File: config.mk
export PLATFORM = sky130hd
export DESIGN_NAME = prog_divider
export DESIGN_NICKNAME = d
export VERILOG_FILES = /design/src/rtl/synth_div_pkg.sv /design/src/rtl/prog_divider.sv
export SDC_FILE = /design/constraint.sdc
export NUM_CORES = 1
export LEC_CHECK = 0
export CORE_UTILIZATION = 50
export CTS_BUF_LIST = sky130_fd_sc_hd__clkbuf_2
export DETAILED_ROUTE_END_ITERATION = 10
export PLACE_DENSITY = 0.75
export SYNTH_ARGS = -nofsm -noshare
export SYNTH_HDL_FRONTEND = slang
export SYNTH_SLANG_ARGS = --single-unit
File: constraint.sdc
create_clock -name clk -period 5.6 [get_ports clk]
set_clock_uncertainty 0.2 [all_clocks]
set_input_delay 1.12 -clock clk [delete_from_list [all_inputs] [get_ports clk]]
set_output_delay 1.12 -clock clk [all_outputs]
set_load 0.02 [all_outputs]
File: src/rtl/synth_div_pkg.sv
// Shared definitions for the programmable tone-path divider.
// Provides the two-state run/idle enum and the smallest divisor the
// divider can produce a meaningful square wave with.
package synth_div_pkg;

    typedef enum logic {
        IDLE = 1'b0,
        RUN  = 1'b1
    } div_state_t;

    localparam int MIN_DIV = 2;

endpackage

File: src/rtl/prog_divider.sv
// Programmable frequency divider producing a square wave at f_clk/N.
//
// Ports:
//   clk       - single clock, all logic on its rising edge
//   rst       - synchronous active-high reset
//   en        - run request (level); stopping happens at the next wrap
//   div_val   - new divisor N
//   div_load  - one-cycle strobe capturing div_val
//   oclk      - divided square wave, straight from a flop
//   tick      - one-cycle pulse in the first cycle of every period
//   active    - high while the divider is running
//   div_err   - one-cycle pulse after a load of N < MIN_DIV was rejected
//
// Divisor changes and stops are only taken at the period wrap so that
// pitch changes never produce a runt or stretched half-cycle.
module prog_divider
    import synth_div_pkg::*;
#(
    parameter int WIDTH     = 16,
    parameter int RESET_DIV = 9
) (
    input  logic             clk,
    input  logic             rst,
    input  logic             en,
    input  logic [WIDTH-1:0] div_val,
    input  logic             div_load,
    output logic             oclk,
    output logic             tick,
    output logic             active,
    output logic             div_err
);

    localparam logic [WIDTH-1:0] RST_DIV  = WIDTH'(RESET_DIV);
    localparam logic [WIDTH-1:0] RST_HALF = WIDTH'((RESET_DIV + 1) / 2);

    // (n+1)>>1 computed one bit wider so n = 2^WIDTH-1 does not overflow.
    function automatic logic [WIDTH-1:0] half_of(input logic [WIDTH-1:0] n);
        logic [WIDTH:0] sum;
        sum = {1'b0, n} + (WIDTH+1)'(1);
        return sum[WIDTH:1];
    endfunction

    div_state_t       state_q, state_d;
    logic [WIDTH-1:0] cnt_q, cnt_d;
    logic [WIDTH-1:0] cur_div_q, cur_div_d;
    logic [WIDTH-1:0] half_q, half_d;
    logic [WIDTH-1:0] pend_div_q, pend_div_d;
    logic             pend_vld_q, pend_vld_d;
    logic             oclk_q, oclk_d;
    logic             tick_q, tick_d;
    logic             active_q, active_d;
    logic             div_err_q, div_err_d;

    logic load_ok;
    logic load_bad;
    logic wrap;

    assign load_ok  = div_load && (div_val >= WIDTH'(MIN_DIV));
    assign load_bad = div_load && !load_ok;
    assign wrap     = (cnt_q == cur_div_q - WIDTH'(1));

    always_comb begin
        state_d    = state_q;
        cnt_d      = cnt_q;
        cur_div_d  = cur_div_q;
        half_d     = half_q;
        pend_div_d = pend_div_q;
        pend_vld_d = pend_vld_q;
        div_err_d  = load_bad;

        case (state_q)
            IDLE: begin
                cnt_d = '0;
                // Nothing is running, so a new divisor (or one left queued
                // from a load in the final wrap) can be taken immediately.
                if (load_ok) begin
                    cur_div_d  = div_val;
                    half_d     = half_of(div_val);
                    pend_vld_d = 1'b0;
                end else if (pend_vld_q) begin
                    cur_div_d  = pend_div_q;
                    half_d     = half_of(pend_div_q);
                    pend_vld_d = 1'b0;
                end
                if (en) begin
                    state_d = RUN;
                end
            end
            RUN: begin
                if (wrap) begin
                    cnt_d = '0;
                    if (pend_vld_q) begin
                        cur_div_d  = pend_div_q;
                        half_d     = half_of(pend_div_q);
                        pend_vld_d = 1'b0;
                    end
                    if (!en) begin
                        state_d = IDLE;
                    end
                end else begin
                    cnt_d = cnt_q + WIDTH'(1);
                end
                // Placed after the wrap handling: a load in the wrap cycle
                // re-arms the queue for the following wrap instead.
                if (load_ok) begin
                    pend_div_d = div_val;
                    pend_vld_d = 1'b1;
                end
            end
            default: state_d = IDLE;
        endcase

        // Outputs are computed from next-state values so they come out of
        // flops yet stay aligned with the registered counter.
        active_d = (state_d == RUN);
        oclk_d   = active_d && (cnt_d < half_d);
        tick_d   = active_d && (cnt_d == '0);
    end

    always_ff @(posedge clk) begin
        if (rst) begin
            state_q    <= IDLE;
            cnt_q      <= '0;
            cur_div_q  <= RST_DIV;
            half_q     <= RST_HALF;
            pend_div_q <= RST_DIV;
            pend_vld_q <= 1'b0;
            oclk_q     <= 1'b0;
            tick_q     <= 1'b0;
            active_q   <= 1'b0;
            div_err_q  <= 1'b0;
        end else begin
            state_q    <= state_d;
            cnt_q      <= cnt_d;
            cur_div_q  <= cur_div_d;
            half_q     <= half_d;
            pend_div_q <= pend_div_d;
            pend_vld_q <= pend_vld_d;
            oclk_q     <= oclk_d;
            tick_q     <= tick_d;
            active_q   <= active_d;
            div_err_q  <= div_err_d;
        end
    end

    assign oclk    = oclk_q;
    assign tick    = tick_q;
    assign active  = active_q;
    assign div_err = div_err_q;

endmodule

==> reports/metrics.cfg <==
[clocking]
cts_buffer_depth=2
clk_latency_ns=0.52
root_buffer=clkbuf_2
hold_buffers=0
post_cts.repair.setup_buffers=0
cts_buffers=9
cts_htree_levels=3
cts_tree=built
cts_sinks=69
ctsResizeCount=0
clkTransAtPathRegs_ns=0.21

[worst_setup_path]
worst_path_max_delay_cell=nor3b_1
cp_max_fo=27
path_buf_inv=2
crit_path_end_kind=flip-flop
crit_chain=inv_1 -> ha_1 -> nor3b_1 -> nand2_1 -> xor2_1 -> a211oi_1 -> o41ai_4 -> buf_4 -> and2_1 -> a221oi_1 -> ha_1 -> a21o_1 -> a21o_1 -> a21oi_1 -> nor3_1 -> a211oi_1 -> nand2_1 -> o22ai_1
start_kind=flip-flop
cp_data_arrival_time_ns=5.40
path_class=flip-flop to flip-flop
required_ns=5.84
worst_path_largest_cell_delay_ns=0.69
cpLargestDelayFamily=compound AO/OA/AOI/OAI gates

[die]
ios=24
dieWidth_um=97.3
die_area_um2=9470
row_count=34
core_area_um2=8760
die_h_um=97.3
initial_core_util_pct=51.9

[routing]
vias_per_cell=6.09
first_pass_iters=6
drt.antenna.violating_nets=0
wl_met2_mm=5.59
wl_met3_um=745
wl_mm=11.9
top_layer_used=met4
drc=0
avgRoutedWirePerCell_um=17.1
wl_met1_mm=5.39
vias=4257
drt_iter0_drc=314

[power_and_ir_drop]
leakage_nw=1.78
ir_drop_v=0.000129
power_density_nw_per_um2=239
finalPower_mw=1.18

[logic_synthesis]
synth_area_per_cell_um2=7.77
synth_edf_count=0
ys_warn_count=0
ys_ff_latch=69
synth_cells=585
yosysUniqueCellTypes=59
async_reset_ff_share_pct=0
synth.net_count=625
syn-cell-area_um2=4540
synth-main-ff-cell=dfxtp_1
ys_seq_area_share_pct=30.4

[layout]
final_common_cell=nor2_1
final_area_um2=4940
finalNetCount=626
layout_common_cells=nor2_1, dfxtp_1, nand3_1, nand2_1, xnor2_1
drive_gt1_share_pct=6.60
syn2layout_area_growth_pct=8.70
diodes=0

[placed_design]
place_ws_ns=0.567
io_buffers=23
gp_congestion=0.898
dpl_cell_area_um2=4790
hpwl_mm=8.96

[outcome]
status=finished, final reports clean

[grt]
track_usage_pct=26.0
antenna_found_initial=0
first_global_vias=4046
grt_max_degree=53
overflow=0
grt_pass1_wl_mm=19.9

[hold_path]
holdCritPathClass=flip-flop to flip-flop

[timing]
period_minus_slack_ns=5.16
rsz0062_at_grt=no
finalSetupTns_ns=0
final-setup-viol-count=0
fmax_ghz=0.194
finalMaxSlewViolations=0
worstMarginPinSlew_ns=0.959
post-route-period-util_pct=92.1
setup_ws_ns=0.442
hold_violations=0
slew_headroom_pct=36.0

[job]
drv_cap=0

## tightest hold or removal path: stages, from the launching register on
cell,delay (ns)
dfxtp_1,0.38
nand2_1,0.06
a21oi_1,0.05
## routing by layer
layer / vias up / GRT usage [%]
li1: 2084 / -
met1: 2017 / 34.2
met2: 137 / 42.3
met3: 19 / 5.97
met4: 0 / 8.14
met5: - / 0
## cell type report
class	count	area (um^2)
well taps	108	135
inverters	9	33.8
repair buffers	32	293
clock inverters	6	101
fillers	836	3820
multi-input cells	465	2950
flip-flops and latches	69	1380
clock buffers	10	50.0
## cell families (layout without fill, tap and decap cells)
logic type	after synthesis	after routing	share of synthesized area (%)
AND/OR/NAND/NOR	265	265	28.7
multiplexers	4	4	0.936
XOR/XNOR	63	63	12.1
adder cells (fa/ha/maj)	20	20	5.51
flip-flops	69	69	30.4
AO/OA/AOI/OAI	113	113	17.5
buffers and inverters	51	57	4.79
## sequential cells by signal, summed over array words and instances, names as in the netlist
name,count
pend_div_q,16
cur_div_q,16
tick,1
half_q,16
div_err,1
active,1
cnt_q,16
oclk,1
pend_vld_q,1
## path summary, 6_finish.rpt
path | start | to | slack (ns) | cells after the start
setup / recovery | cur_div_q[0] | oclk | 0.44 | 18
hold / removal | pend_div_q[15] | pend_div_q[15] | 0.31 | 2
setup reg to reg | cur_div_q[0] | oclk | 0.44 | 18
hold reg to reg | pend_div_q[15] | pend_div_q[15] | 0.31 | 2
## cells in the mapped netlist (13+ instances only)
| library cell | n | area share [%] |
|---|---|---|
| a211oi_1 | 18 | 3.0 |
| a21oi_1 | 25 | 2.8 |
| clkbuf_1 | 32 | 2.6 |
| dfxtp_1 | 69 | 30 |
| ha_1 | 20 | 5.5 |
| nand2_1 | 41 | 3.4 |
| nand3_1 | 45 | 5.0 |
| nand4_1 | 13 | 1.8 |
| nor2_1 | 88 | 7.3 |
| o21ai_0 | 24 | 2.6 |
| or3_1 | 18 | 2.5 |
| xnor2_1 | 32 | 6.2 |
| xor2_1 | 31 | 6.0 |
## power breakdown
part           switching [mW]  internal, mW
combinational           0.147         0.104
sequential             0.0333         0.521
clock                   0.185         0.190
total                   0.365         0.815
## stage by stage
| step | cells | hold slack [ns] | util, % |
|---|---|---|---|
| final | 699 | 0.310 | 56.4 |
| after global placement | 683 | 0.280 | 54.6 |
| after CTS | 699 | 0.309 | 56.4 |
| after detailed placement | 683 | 0.285 | 54.6 |
| after floorplan | 585 | 0.263 | - |
| after global routing | 699 | 0.330 | 56.4 |
Power figures use the tool's default switching activity.
